--- config.mk ---
export PLATFORM = sky130hd
export DESIGN_NAME = pipelined_shifter_flat
export DESIGN_NICKNAME = d
export VERILOG_FILES = /design/src/rtl/pipelined_shifter_pkg.sv /design/src/rtl/pipelined_shifter_if.sv /design/src/rtl/pipelined_shifter_shift_stage.sv /design/src/rtl/pipelined_shifter.sv /design/src/flat_wrapper.sv
export SDC_FILE = /design/constraint.sdc
export NUM_CORES = 1
export LEC_CHECK = 0
export ABC_AREA = 1
export CAP_MARGIN = 0
export CORE_ASPECT_RATIO = 1.25
export CORE_MARGIN = 2
export CORE_UTILIZATION = 48
export DETAILED_ROUTE_END_ITERATION = 16
export GPL_ROUTABILITY_DRIVEN = 0
export PLACE_DENSITY = 0.67
export SETUP_SLACK_MARGIN = 0.15
export SYNTH_ARGS = -nofsm -noshare
export SYNTH_HDL_FRONTEND = slang
export SYNTH_HIERARCHICAL = 1
export SYNTH_SLANG_ARGS = --single-unit
--- constraint.sdc ---
create_clock -name clock -period 1.3 [get_ports clock]
set_input_delay 0.39 -clock clock [delete_from_list [all_inputs] [get_ports clock]]
set_output_delay 0.39 -clock clock [all_outputs]
set_load 0.01 [all_outputs]
--- src/rtl/pipelined_shifter_pkg.sv ---
// Shared definitions for the pipelined barrel shifter: operation encodings
// and the operation field width. Imported by the interface, the per-stage
// shifter and the pipeline top.
package pipelined_shifter_pkg;

  localparam int SHIFT_OPW = 2;

  localparam logic [SHIFT_OPW-1:0] SHIFT_SLL = 2'b00;
  localparam logic [SHIFT_OPW-1:0] SHIFT_SRL = 2'b01;
  localparam logic [SHIFT_OPW-1:0] SHIFT_SRA = 2'b10;
  localparam logic [SHIFT_OPW-1:0] SHIFT_ROR = 2'b11;

endpackage

--- src/rtl/pipelined_shifter_if.sv ---
// Request/response bundle of the pipelined shifter. The master side issues
// shift requests and consumes results; the slave side is the shifter.
interface pipelined_shifter_if
  import pipelined_shifter_pkg::*;
#(
  parameter int WIDTH = 32,
  parameter int SHW   = 5
);

  logic                 in_valid;
  logic                 in_ready;
  logic [SHIFT_OPW-1:0] in_op;
  logic [SHW-1:0]       in_shamt;
  logic [WIDTH-1:0]     in_data;
  logic                 out_valid;
  logic                 out_ready;
  logic [WIDTH-1:0]     out_data;

  modport master (
    output in_valid, in_op, in_shamt, in_data, out_ready,
    input  in_ready, out_valid, out_data
  );

  modport slave (
    input  in_valid, in_op, in_shamt, in_data, out_ready,
    output in_ready, out_valid, out_data
  );

endinterface

--- src/rtl/pipelined_shifter_shift_stage.sv ---
// One conditional-shift stage of the barrel shifter: shifts by the fixed
// amount AMT when en is set, using the fill rule of the operation. The
// arithmetic fill comes from the operand sign captured at the first stage,
// because intermediate stages no longer see the original MSB.
// Optional feature macro: SHIFTER_ROTATE_EN (op 11 rotates right; when it is
// not defined op 11 is a logical right shift and no wrap path exists).
module shift_stage
  import pipelined_shifter_pkg::*;
#(
  parameter int WIDTH = 32,
  parameter int AMT   = 1
) (
  input  logic [SHIFT_OPW-1:0] op,
  input  logic                 sign,
  input  logic                 en,
  input  logic [WIDTH-1:0]     din,
  output logic [WIDTH-1:0]     dout
);

  // Select the shifted or pass-through operand with the op-specific fill.
  always_comb begin
    dout = din;
    if (en) begin
      case (op)
        SHIFT_SLL: dout = {din[WIDTH-1-AMT:0], {AMT{1'b0}}};
        SHIFT_SRL: dout = {{AMT{1'b0}}, din[WIDTH-1:AMT]};
        SHIFT_SRA: dout = {{AMT{sign}}, din[WIDTH-1:AMT]};
        SHIFT_ROR: begin
`ifdef SHIFTER_ROTATE_EN
          dout = {din[AMT-1:0], din[WIDTH-1:AMT]};
`else
          dout = {{AMT{1'b0}}, din[WIDTH-1:AMT]};
`endif
        end
        default: dout = din;
      endcase
    end
  end

endmodule

--- src/rtl/pipelined_shifter.sv ---
// Pipelined barrel shifter for the ALU: SLL/SRL/SRA (and ROR when
// SHIFTER_ROTATE_EN is defined) by any amount 0..WIDTH-1. Stage k shifts by
// 2^k when its shift-amount bit is set; every stage has one register, so the
// result appears SHW cycles after acceptance. All stages advance together and
// the whole pipe stalls when the result is not taken. Bubbles are kept.
module pipelined_shifter
  import pipelined_shifter_pkg::*;
#(
  parameter int WIDTH = 32,
  parameter int SHW   = 5
) (
  input  logic               clock,
  input  logic               reset_n,
  pipelined_shifter_if.slave bus,
  output logic               busy
);

  logic                 advance;
  logic                 vld_p   [SHW];
  logic [WIDTH-1:0]     data_p  [SHW];
  logic [SHIFT_OPW-1:0] op_p    [SHW];
  logic                 sign_p  [SHW];
  logic [SHW-1:0]       shamt_p [SHW];
  logic [WIDTH-1:0]     st_dout [SHW];

  assign advance       = ~bus.out_valid | bus.out_ready;
  assign bus.in_ready  = advance;
  assign bus.out_valid = vld_p[SHW-1];
  assign bus.out_data  = data_p[SHW-1];

  // Busy whenever any stage carries a live entry.
  always_comb begin
    busy = 1'b0;
    for (int i = 0; i < SHW; i++) busy = busy | vld_p[i];
  end

  // The remaining shift amount is kept right-aligned, so every stage looks
  // at bit 0 of what it receives and hands the rest on shifted down by one.
  for (genvar k = 0; k < SHW; k++) begin : g_stage
    if (k == 0) begin : g_head
      shift_stage #(.WIDTH(WIDTH), .AMT(1 << k)) u_shift (
        .op   (bus.in_op),
        .sign (bus.in_data[WIDTH-1]),
        .en   (bus.in_shamt[0]),
        .din  (bus.in_data),
        .dout (st_dout[k])
      );
    end else begin : g_body
      shift_stage #(.WIDTH(WIDTH), .AMT(1 << k)) u_shift (
        .op   (op_p[k-1]),
        .sign (sign_p[k-1]),
        .en   (shamt_p[k-1][0]),
        .din  (data_p[k-1]),
        .dout (st_dout[k])
      );
    end
  end

  // Stage registers: all load together on advance, otherwise all hold.
  always_ff @(posedge clock or negedge reset_n) begin
    if (!reset_n) begin
      for (int k = 0; k < SHW; k++) begin
        vld_p[k]   <= 1'b0;
        data_p[k]  <= '0;
        op_p[k]    <= '0;
        sign_p[k]  <= 1'b0;
        shamt_p[k] <= '0;
      end
    end else if (advance) begin
      vld_p[0]   <= bus.in_valid;
      data_p[0]  <= st_dout[0];
      op_p[0]    <= bus.in_op;
      sign_p[0]  <= bus.in_data[WIDTH-1];
      shamt_p[0] <= bus.in_shamt >> 1;
      for (int k = 1; k < SHW; k++) begin
        vld_p[k]   <= vld_p[k-1];
        data_p[k]  <= st_dout[k];
        op_p[k]    <= op_p[k-1];
        sign_p[k]  <= sign_p[k-1];
        shamt_p[k] <= shamt_p[k-1] >> 1;
      end
    end
  end

endmodule
--- src/flat_wrapper.sv ---
// flat-port wrapper written by rule: the top's interface ports become plain ports
module pipelined_shifter_flat import pipelined_shifter_pkg::*;
#(
  parameter int WIDTH = 32,
  parameter int SHW   = 5
)
  (clock, reset_n, busy, bus_in_valid, bus_in_op, bus_in_shamt, bus_in_data, bus_out_ready, bus_in_ready, bus_out_valid, bus_out_data);
  pipelined_shifter_if #(.WIDTH(WIDTH), .SHW(SHW)) bus_i ();
  input  logic clock;
  input  logic reset_n;
  output logic busy;
  input wire logic [$bits(bus_i.in_valid)-1:0] bus_in_valid;
  input wire logic [$bits(bus_i.in_op)-1:0] bus_in_op;
  input wire logic [$bits(bus_i.in_shamt)-1:0] bus_in_shamt;
  input wire logic [$bits(bus_i.in_data)-1:0] bus_in_data;
  input wire logic [$bits(bus_i.out_ready)-1:0] bus_out_ready;
  output wire logic [$bits(bus_i.in_ready)-1:0] bus_in_ready;
  output wire logic [$bits(bus_i.out_valid)-1:0] bus_out_valid;
  output wire logic [$bits(bus_i.out_data)-1:0] bus_out_data;
  assign bus_i.in_valid = bus_in_valid;
  assign bus_i.in_op = bus_in_op;
  assign bus_i.in_shamt = bus_in_shamt;
  assign bus_i.in_data = bus_in_data;
  assign bus_i.out_ready = bus_out_ready;
  assign bus_in_ready = bus_i.in_ready;
  assign bus_out_valid = bus_i.out_valid;
  assign bus_out_data = bus_i.out_data;
  pipelined_shifter #(.WIDTH(WIDTH), .SHW(SHW)) u_core (.clock(clock), .reset_n(reset_n), .bus(bus_i), .busy(busy));
endmodule
==> results by group, run 1 <==
STA
  • Minimum hold slack: 408 ps
  • Fin crit share: 133%
  • Final worst path period need: 1730 ps
  • Worst slew pin tran: 524 ps
  • Max Transition Viols Final: 0
  • Clk_skew: 8.34 ps
  • Slew HR: 64.7%
  • Max frequency: 0.579 GHz
  • Final setup viols: 222
  • Final hold vios: 0
  • RSZ-0062 raised after global routing: true
  • Final WS setup: -426 ps

Clock tree
  • Worst-Skew Late Latency: 440 ps
  • CTS buffer count: 17
  • Worst-path clk slew: 70 ps
  • CTS Sinks: 187
  • CTS tree: done
  • H-Tree Depth: 4
  • Root buf cell: clkbuf_16
  • CTS Buffer Depth: 2

Finish
  • Final Core Density: 66.6%
  • # fillers: 1940
  • Sequential cell area: 4680 µm²
  • Multi-input gate area: 6450 µm²
  • Layout area overhead: 36.1%
  • Final net count: 1917
  • Layout cells sized above 1: 25.6%
  • Diodes inserted: 0
  • Post-route design area: 15800 µm²

Yosys
  • Synth cell types: 21
  • Synthesized Nets: 1824
  • Mapped Cells: 1781
  • Most area-hungry cell type in the Yosys netlist: dfrtp_1
  • Syn_area_per_cell: 6.52 µm²
  • Warnings, synthesis: 6
  • Post-synthesis sequential area ratio: 40.3%
  • FF+latch count, synth: 187
  • Area contributors post-synth: dfrtp_1, nand2_1, nand3_1
  • Post-Syn Area: 11600 µm²
  • Yosys top cell area share: 40.3%

Power
  • Pint: 20.8 mW
  • Leak Pwr: 8.70 nW
  • Net Sw Power: 16.2 mW
  • Power density cells: 2340 nW/µm²
  • Sw Ratio: 43.9%
  • Combinational power share: 57.7%
  • Share of power burned in registers: 27.7%
  • VDD IR max: 1.05 mV
  • Tot Pwr: 37.0 mW
  • Clock share of power: 14.6%

GRT
  • Vias in the first global route: 10700
  • GRT Overall Usage: 25.1%
  • Largest net degree at the start of global routing: 74
  • GRT overflow: 0
  • Antenna violations before repair: 0
  • First-pass GRT wire length: 51.5 mm

Critical path
  • Max stage delay cell, worst path: dfrtp_4
  • Worst Path Arrival: 1340 ps
  • Critical path startpoint category: flip-flop
  • Slowest stage delay, CP: 480 ps
  • CP Cell Sequence: buf_6, buf_12, nand2_8, buf_6
  • CP max FO: 2
  • Setup crit end kind: primary output
  • Reg2Reg Depth: 11
  • Cell mode on critical path: buf_6
  • Crit-path leading delay family: flip-flops
  • R2R Setup Slk: -410 ps
  • Reg2Reg Launch Point: u_core/bus.out_valid$_DFFE_PN0P_
  • RR Endpoint: u_core/bus.out_data[14]$_DFFE_PN0P_
  • Required @ worst endpoint: 910 ps
  • Critical path class: flip-flop to primary output
  • CP Buf/Inv Count: 3

Drt
  • Post-route ant nets: 0
  • Average wire per standard cell: 14.9 µm
  • Vias/cell: 5.17
  • DRC Markers: 0
  • Post-Route WL: 32.9 mm
  • First-iteration detailed-routing DRC count: 791
  • Drt pass-1 iters: 5
  • Vias post-DR: 11400

Place
  • Pre-CTS setup slack: -372 ps
  • Dpl hpwl: 18.6 mm
  • Placed inst area: 12700 µm²
  • Port bufs: 77

Status
  • Violations in the final reports: negative setup slack
  • Status: finished with violations

Worst hold path
  • Worst min path class: primary input to asynchronous set/reset pin

Flow run
  • Max-Cap Viols: 0

Floorplanning
  • Initial Utilization: 48.9%
  • Die width: 143 µm
  • Height of the die: 178 µm
  • Core ar.: 23700 µm²
  • IO Count: 78
  • Row count: 63
  • Die area: 25500 µm²
## layer usage
layer | wire [µm] | global-route usage, %
met2 | 17400 | 46.1
met5 | 0 | 0
met1 | 12600 | 28.8
met3 | 1250 | 3.37
met4 | 1590 | 11.2
## synth_stat cells
cell type,n
clkbuf_1,9
nand3_4,1
buf_1,1
nand2_1,949
nand3_1,302
o21ai_1,2
dfrtp_1,187
nand2_2,4
buf_4,52
buf_6,22
nor2_1,4
nor2_4,3
clkbuf_8,1
inv_2,8
nor2_2,1
inv_1,136
buf_2,64
nand2_4,3
nand3b_1,1
o21ai_0,30
clkbuf_2,1
## power groups by stage
stage          logic, mW  clock network (mW)  registers [mW]
4_1_cts             17.6                5.46            10.1
3_3_place_gp        14.2                   0            10.1
5_1_grt             23.3                5.72            10.5
6_report            21.3                5.39            10.3
3_5_place_dp        14.4                   0            10.2
2_1_floorplan       11.1                   0            9.68
## flip-flops by register name (all words and copies together), names as in the netlist
register and cells:
u_core/bus.out_valid 1, u_core/data_p 128, u_core/sign_p 4, u_core/vld_p 4
u_core/bus.out_data 32, u_core/op_p 8, u_core/shamt_p 10
## repair_timing
| item | 4_1_cts | 5_1_grt |
|---|---|---|
| setup buffers | 37 | 14 |
| cloned | 24 | 7 |
| resized for setup | 245 | 293 |
| pin swaps | 1 | 19 |
| endpoints found under the hold margin | 24 | 0 |
| endpoints found under the setup margin | 222 | 222 |
| hold buffers | 1 | 0 |
## cell families after synthesis
family | count (synthesis) | share of synthesized area [%]
AOI/OAI and AO/OA | 32 | 1.38
buffers and inverters | 294 | 13.4
DFF | 187 | 40.3
and+or+nand+nor | 1268 | 44.9
## through the flow
stage               setup TNS (ps)  instances
CTS                         -61550       2191
global placement            -53310       2097
detailed placement          -55250       2097
floorplan                        0       1781
finish                      -65090       2212
global route                -75940       2212
## how the worst max path moves through the flow
stage | endpoint | slack, ps | from | depth (start not counted)
after floorplan | busy | 40 | u_core/bus.out_valid$_DFFE_PN0P_ | 4
after global placement | u_core/data_p[124]$_DFFE_PN0P_ | -350 | bus_out_ready | 6
after detailed placement | u_core/data_p[157]$_DFFE_PN0P_ | -370 | bus_in_op[1] | 8
after CTS | bus_in_ready | -440 | u_core/bus.out_valid$_DFFE_PN0P_ | 4
after global routing | u_core/bus.out_data[21]$_DFFE_PN0P_ | -470 | u_core/bus.out_valid$_DFFE_PN0P_ | 11
final | bus_in_ready | -430 | u_core/bus.out_valid$_DFFE_PN0P_ | 4
## cell type report
type                            instances  area share, %
Inverter                              144           3.44
Clock buffer                           21           2.98
Multi-Input combinational cell       1300           40.9
Timing Repair Buffer                  224           19.6
Clock inverter                         11          0.895
Tap cell                              325           2.57
Sequential cell                       187           29.6
## cell usage in the layout, fill, tap and decap left out
master,count
o21ai_0,30
nand3b_1,1
nand2_4,90
clkbuf_8,3
clkinv_2,4
buf_6,14
nand2_8,1
dfrtp_4,1
nand3_2,2
buf_16,28
clkinvlp_4,3
nand3_4,1
o21ai_1,2
buf_2,30
inv_6,1
buf_12,48
dfrtp_1,186
nand2_1,702
nor2_1,3
nand2_2,163
clkdlybuf4s50_1,41
clkbuf_1,1
dlygate4sd3_1,1
buf_8,9
inv_1,136
inv_2,7
buf_4,47
inv_4,1
nand3_1,300
bufinv_16,3
clkbuf_16,23
nor2_4,3
nor2_2,2
(Power assumes the default switching activity.)
==> inputs of run 2 (changes only) <==
--- a/config.mk
+++ b/config.mk
@@ -8,7 +8,6 @@
 export ABC_AREA = 1
 export CAP_MARGIN = 0
 export CORE_ASPECT_RATIO = 1.25
-export CORE_MARGIN = 2
 export CORE_UTILIZATION = 48
 export DETAILED_ROUTE_END_ITERATION = 16
 export GPL_ROUTABILITY_DRIVEN = 0
==> run 2 against run 1 <==
The flow still finishes with violations (negative setup slack). Routed wire length fell by 0.62%. Die area shrank 2.5%. Largest power group unchanged. Highest routed layer unchanged. Count of clock-buffer cells in the layout shrank 3. Critical path depth unchanged.
==> results by group, run 2 (synthesis gave the netlist of run 1 again) <==
Place
  • Port bufs: 77
  • Placed insts: 2100
  • Dpl hpwl: 18.8 mm
  • Placed inst area: 12700 µm²

Drt
  • First-iteration detailed-routing DRC count: 697
  • DRC Markers: 0
  • Post-route ant nets: 0
  • Post-Route WL: 32.7 mm
  • Drt pass-1 iters: 6
  • Vias/cell: 5.14
  • Average wire per standard cell: 14.8 µm
  • Vias post-DR: 11400

Critical path
  • Required @ worst endpoint: 910 ps
  • Slowest stage delay, CP: 480 ps
  • R2R Setup Slk: -350 ps
  • Cell mode on critical path: buf_6
  • Reg2Reg Launch Point: u_core/bus.out_valid$_DFFE_PN0P_
  • Setup crit end kind: primary output
  • RR Endpoint: u_core/bus.out_data[21]$_DFFE_PN0P_
  • Critical path startpoint category: flip-flop
  • Critical path class: flip-flop to primary output
  • CP max FO: 2
  • Worst Path Arrival: 1320 ps
  • CP Cell Sequence: buf_6, buf_12, nand2_8, buf_6
  • Max stage delay cell, worst path: dfrtp_4
  • Crit path from: u_core/bus.out_valid$_DFFE_PN0P_
  • CP Capture Point: bus_in_ready
  • Reg2Reg Depth: 11

STA
  • Fin crit share: 132%
  • RSZ-0062 raised after global routing: true
  • Max frequency: 0.583 GHz
  • Final setup viols: 222
  • Slew HR: 68.3%
  • Worst slew pin tran: 471 ps
  • Final hold vios: 0
  • Max Transition Viols Final: 0
  • Clk_skew: 9.21 ps
  • Final worst path period need: 1710 ps
  • Minimum hold slack: 410 ps
  • Final WS setup: -414 ps

Finish
  • Layout cells sized above 1: 23.9%
  • Most frequent cells in the layout: nand2_1, nand3_1, dfrtp_1, nand2_2, inv_1
  • Layout area overhead: 30.9%
  • Commonest non-fill, non-tap cell in the layout: nand2_1
  • Final Core Density: 64.1%
  • Sequential cell area: 4680 µm²
  • # fillers: 2056
  • Multi-input gate area: 6170 µm²
  • Largest register FFs: 128
  • Largest Register: u_core/data_p
  • Post-route design area: 15200 µm²
  • Post-Layout Cell Count: 2207
  • Diodes inserted: 0
  • Final net count: 1912

Clock tree
  • Root buf cell: clkbuf_16
  • H-Tree Depth: 4
  • Worst-Skew Late Latency: 440 ps
  • CTS Buffer Depth: 2
  • CTS Sinks: 187
  • Worst-path clk slew: 70 ps
  • CTS tree: done
  • CTS buffer count: 17

Flow run
  • Max-Cap Viols: 0

GRT
  • Largest net degree at the start of global routing: 72
  • Antenna violations before repair: 0
  • Vias in the first global route: 10000
  • GRT overflow: 0
  • GRT Overall Usage: 22.8%
  • First-pass GRT wire length: 46.1 mm

Power
  • Power density cells: 2350 nW/µm²
  • Leak Pwr: 8.43 nW
  • VDD IR max: 1.11 mV

Floorplanning
  • Initial Utilization: 48.9%
  • Die width: 141 µm
  • Row count: 63
  • Height of the die: 176 µm
  • Die area: 24800 µm²
  • IO Count: 78
  • Core ar.: 23700 µm²

Worst hold path
  • Worst min path class: primary input to asynchronous set/reset pin

Status
  • Status: finished with violations
  • Violations in the final reports: negative setup slack
run 2: cell types whose count changed in the layout (fill, tap and decap cells not counted), moves of 3 or more:
cell,change
nand2_2,+14
nand2_4,-44
clkbuf_16,+15
buf_16,-22
buf_6,+5
buf_4,+7
clkbuf_8,-3
nand2_1,+29
buf_12,-12
run 2: worst min-delay path by stage:
stage	from	end	slack, ps	cells after the start
global route	reset_n	u_core/bus.out_data[7]$_DFFE_PN0P_	450	2
global placement	reset_n	u_core/bus.out_data[6]$_DFFE_PN0P_	300	1
finish	reset_n	u_core/bus.out_data[7]$_DFFE_PN0P_	410	2
detailed placement	reset_n	u_core/bus.out_data[7]$_DFFE_PN0P_	310	1
CTS	reset_n	u_core/bus.out_data[5]$_DFFE_PN0P_	400	2
floorplan	reset_n	u_core/bus.out_data[0]$_DFFE_PN0P_	90	0
run 2: critical path: cells and delay by family, from the launching register on:
kind | cells | cell delay [ps]
and+or+nand+nor | 1 | 50
buffers and inverters | 3 | 360
DFF | 1 | 480
run 2: through the flow:
stage,TNS [ps],worst slack (ps),power (mW)
detailed placement,-53110,-370,24.5
global route,-66540,-454,38.3
CTS,-35590,-451,30.4
finish,-55840,-414,35.8
global placement,-49880,-334,24.2
floorplan,0,42.4,20.8
run 2: repair_timing:
action,4_1_cts,5_1_grt
endpoints found under the setup margin,222,222
hold buffers,1,0
buffers inserted,17,20
resized for setup,144,311
pin swaps,1,27
cloned,1,36
hold endpoints to repair,23,0
run 2: cell type report:
class                           count  share of cell area (%)
Timing Repair Buffer              219                    18.1
Clock inverter                     14                    1.44
Tap cell                          325                    2.68
Sequential cell                   187                    30.8
Inverter                          144                    3.59
Clock buffer                       18                    2.82
Multi-Input combinational cell   1300                    40.6
run 2: metal layers:
layer / vias up / global-route usage [%] / wire [µm]
met5: - / 0 / 0
li1: 5636 / - / -
met4: 0 / 9.96 / 1470
met2: 354 / 41.6 / 17400
met3: 74 / 3.00 / 1170
met1: 5287 / 26.6 / 12700
run 2: power breakdown:
| group | internal, mW | switching [mW] | leakage, nW |
|---|---|---|---|
| Sequential | 8.22 | 2.03 | 2.35 |
| Combinational | 8.43 | 11.4 | 5.78 |
| Clock | 3.42 | 2.27 | 0.304 |
==> inputs of run 3 (changes only) <==
--- a/config.mk
+++ b/config.mk
@@ -12,8 +12,10 @@
 export DETAILED_ROUTE_END_ITERATION = 16
 export GPL_ROUTABILITY_DRIVEN = 0
 export PLACE_DENSITY = 0.67
+export RECOVER_POWER = 25
 export SETUP_SLACK_MARGIN = 0.15
 export SYNTH_ARGS = -nofsm -noshare
 export SYNTH_HDL_FRONTEND = slang
 export SYNTH_HIERARCHICAL = 1
 export SYNTH_SLANG_ARGS = --single-unit
+export TNS_END_PERCENT = 50
==> constraint.sdc (replaced) <==
create_clock -name clock -period 2.2 [get_ports clock]
set_input_delay 0.66 -clock clock [delete_from_list [all_inputs] [get_ports clock]]
set_output_delay 0.66 -clock clock [all_outputs]
set_load 0.01 [all_outputs]
==> run 3 against run 2 <==
The flow now finishes without violations. Setup slack better by 610 ps. Global-route usage down 0.78 points. Clock skew rose by 1.7 ps. Register-to-register slack better by 970 ps. Combinational power is 61% lower. Sequential power decreased by 41%. Design area shrank 16%. Power is 53% lower. Final cell count decreased by 5.4%. Via count shrank 9.1%. Worst hold slack improved by 26 ps. Clock power shrank 43%. Largest cell class unchanged.
==> results by group, run 3 (synthesis gave the netlist of run 1 again) <==
STA
  • Final WS setup: 199 ps
  • Final hold vios: 0
  • Worst slew pin tran: 1140 ps
  • Minimum hold slack: 436 ps
  • Max Transition Viols Final: 0
  • Final worst path period need: 2000 ps
  • Max frequency: 0.500 GHz
  • Fin crit share: 91.0%
  • Setup TNS: 0 ps
  • Slew HR: 23.7%
  • Final setup viols: 0
  • RSZ-0062 raised after global routing: true
  • Clk_skew: 10.9 ps

Critical path
  • RR Endpoint: u_core/bus.out_data[6]$_DFFE_PN0P_
  • Crit-path leading delay family: buffers and inverters
  • Required @ worst endpoint: 1540 ps
  • Reg2Reg Depth: 4
  • Setup crit end kind: primary output
  • R2R Setup Slk: 620 ps
  • CP max FO: 2
  • Slowest stage delay, CP: 540 ps
  • Critical path startpoint category: flip-flop
  • Critical path class: flip-flop to primary output
  • CP Cell Sequence: clkdlybuf4s50_1
  • CP Buf/Inv Count: 1
  • Max stage delay cell, worst path: clkdlybuf4s50_1
  • Reg2Reg Launch Point: u_core/op_p[3]$_DFFE_PN0P_
  • Worst Path Arrival: 1340 ps

Worst hold path
  • Worst min path class: primary input to asynchronous set/reset pin

Clock tree
  • Worst-path clk slew: 70 ps
  • Root buf cell: clkbuf_16
  • Worst-Skew Late Latency: 440 ps
  • CTS tree: done
  • Postcts setup bufs: 0
  • CTS Buffer Depth: 2
  • CTS Sinks: 187
  • H-Tree Depth: 4
  • CTS buffer count: 17

GRT
  • GRT Overall Usage: 22.0%
  • Largest net degree at the start of global routing: 181
  • First-pass GRT wire length: 45.0 mm
  • GRT overflow: 0
  • Antenna violations before repair: 0
  • Vias in the first global route: 9383

Floorplanning
  • Row count: 63
  • Height of the die: 176 µm
  • Die area: 24800 µm²
  • IO Count: 78
  • Core ar.: 23700 µm²
  • Initial Utilization: 48.9%
  • Die width: 141 µm

Finish
  • Commonest non-fill, non-tap cell in the layout: nand2_1
  • Most frequent cells in the layout: nand2_1, nand3_1, dfrtp_1, inv_1, clkdlybuf4s50_1
  • Final Core Density: 53.7%
  • Layout area overhead: 9.67%
  • Largest register FFs: 128
  • Diodes inserted: 0
  • Post-route design area: 12700 µm²
  • Post-Layout Cell Count: 2088
  • Largest Register: u_core/data_p
  • Final net count: 1796
  • Layout cells sized above 1: 4.42%

Drt
  • Average wire per standard cell: 12.3 µm
  • Drt pass-1 iters: 5
  • Vias/cell: 4.94
  • Post-route ant nets: 0
  • First-iteration detailed-routing DRC count: 613
  • DRC Markers: 0
  • Post-Route WL: 25.7 mm
  • Vias post-DR: 10300

Place
  • Dpl hpwl: 17.5 mm
  • Port bufs: 77
  • Placed insts: 2059
  • Placed inst area: 12100 µm²
  • Pre-CTS setup slack: 23.5 ps

Power
  • VDD IR max: 0.927 mV
  • Leak Pwr: 7.27 nW
  • Power density cells: 1330 nW/µm²
  • Tot Pwr: 16.9 mW

Flow run
  • Max-Cap Viols: 0

Status
  • Status: complete, no violations
run 3: changes by cell type in the layout (fill, tap and decap cells not counted), moves of 2 or more:
| cell | delta |
|---|---|
| buf_2 | -32 |
| buf_16 | -6 |
| buf_4 | -40 |
| clkbuf_16 | -21 |
| clkbuf_2 | +2 |
| buf_6 | -19 |
| nand2_2 | -173 |
| clkdlybuf4s50_1 | +30 |
| buf_8 | -8 |
| buf_12 | -25 |
| nand2_4 | -44 |
| nand2_1 | +218 |
| clkbuf_8 | +3 |
| clkinvlp_4 | -4 |
run 3: how the worst max path moves through the flow:
stage | from | to | slack [ps] | cells past startpoint
after global routing | u_core/bus.out_data[25]$_DFFE_PN0P_ | bus_out_data[25] | 140 | 1
final | u_core/bus.out_data[25]$_DFFE_PN0P_ | bus_out_data[25] | 200 | 1
after CTS | u_core/bus.out_valid$_DFFE_PN0P_ | busy | 100 | 3
after floorplan | bus_out_ready | bus_in_ready | 540 | 3
after detailed placement | bus_out_ready | u_core/data_p[146]$_DFFE_PN0P_ | 20 | 6
after global placement | bus_out_ready | u_core/data_p[143]$_DFFE_PN0P_ | 80 | 6
run 3: power by group:
part	internal, mW	switching [mW]
registers	4.86	1.14
logic	2.73	4.98
clock network	1.97	1.24
run 3: what timing repair did:
| item | in CTS | in global routing |
|---|---|---|
| gates resized for setup | 3 | 7 |
| setup endpoints to repair | 3 | 6 |
| hold buffers | 0 | 0 |
| gates cloned | 0 | 0 |
run 3: final cells by class:
cell class	count	area, µm²
fillers	2379	11000
multi-input cells	1300	5380
flip-flops and latches	187	4680
repair buffers	103	1100
inverters	144	543
clock buffers	22	474
well taps	325	407
clock inverters	7	139
run 3: routing by layer:
metal / track usage, % / wire, µm / vias up / part of all wire [%]
li1: - / - / 5381 / -
met1: 26.6 / 11300 / 4703 / 44
met2: 39.5 / 13100 / 199 / 51
met3: 3.16 / 693 / 39 / 2.7
met4: 8.24 / 645 / 0 / 2.5
met5: 0 / 0 / - / 0
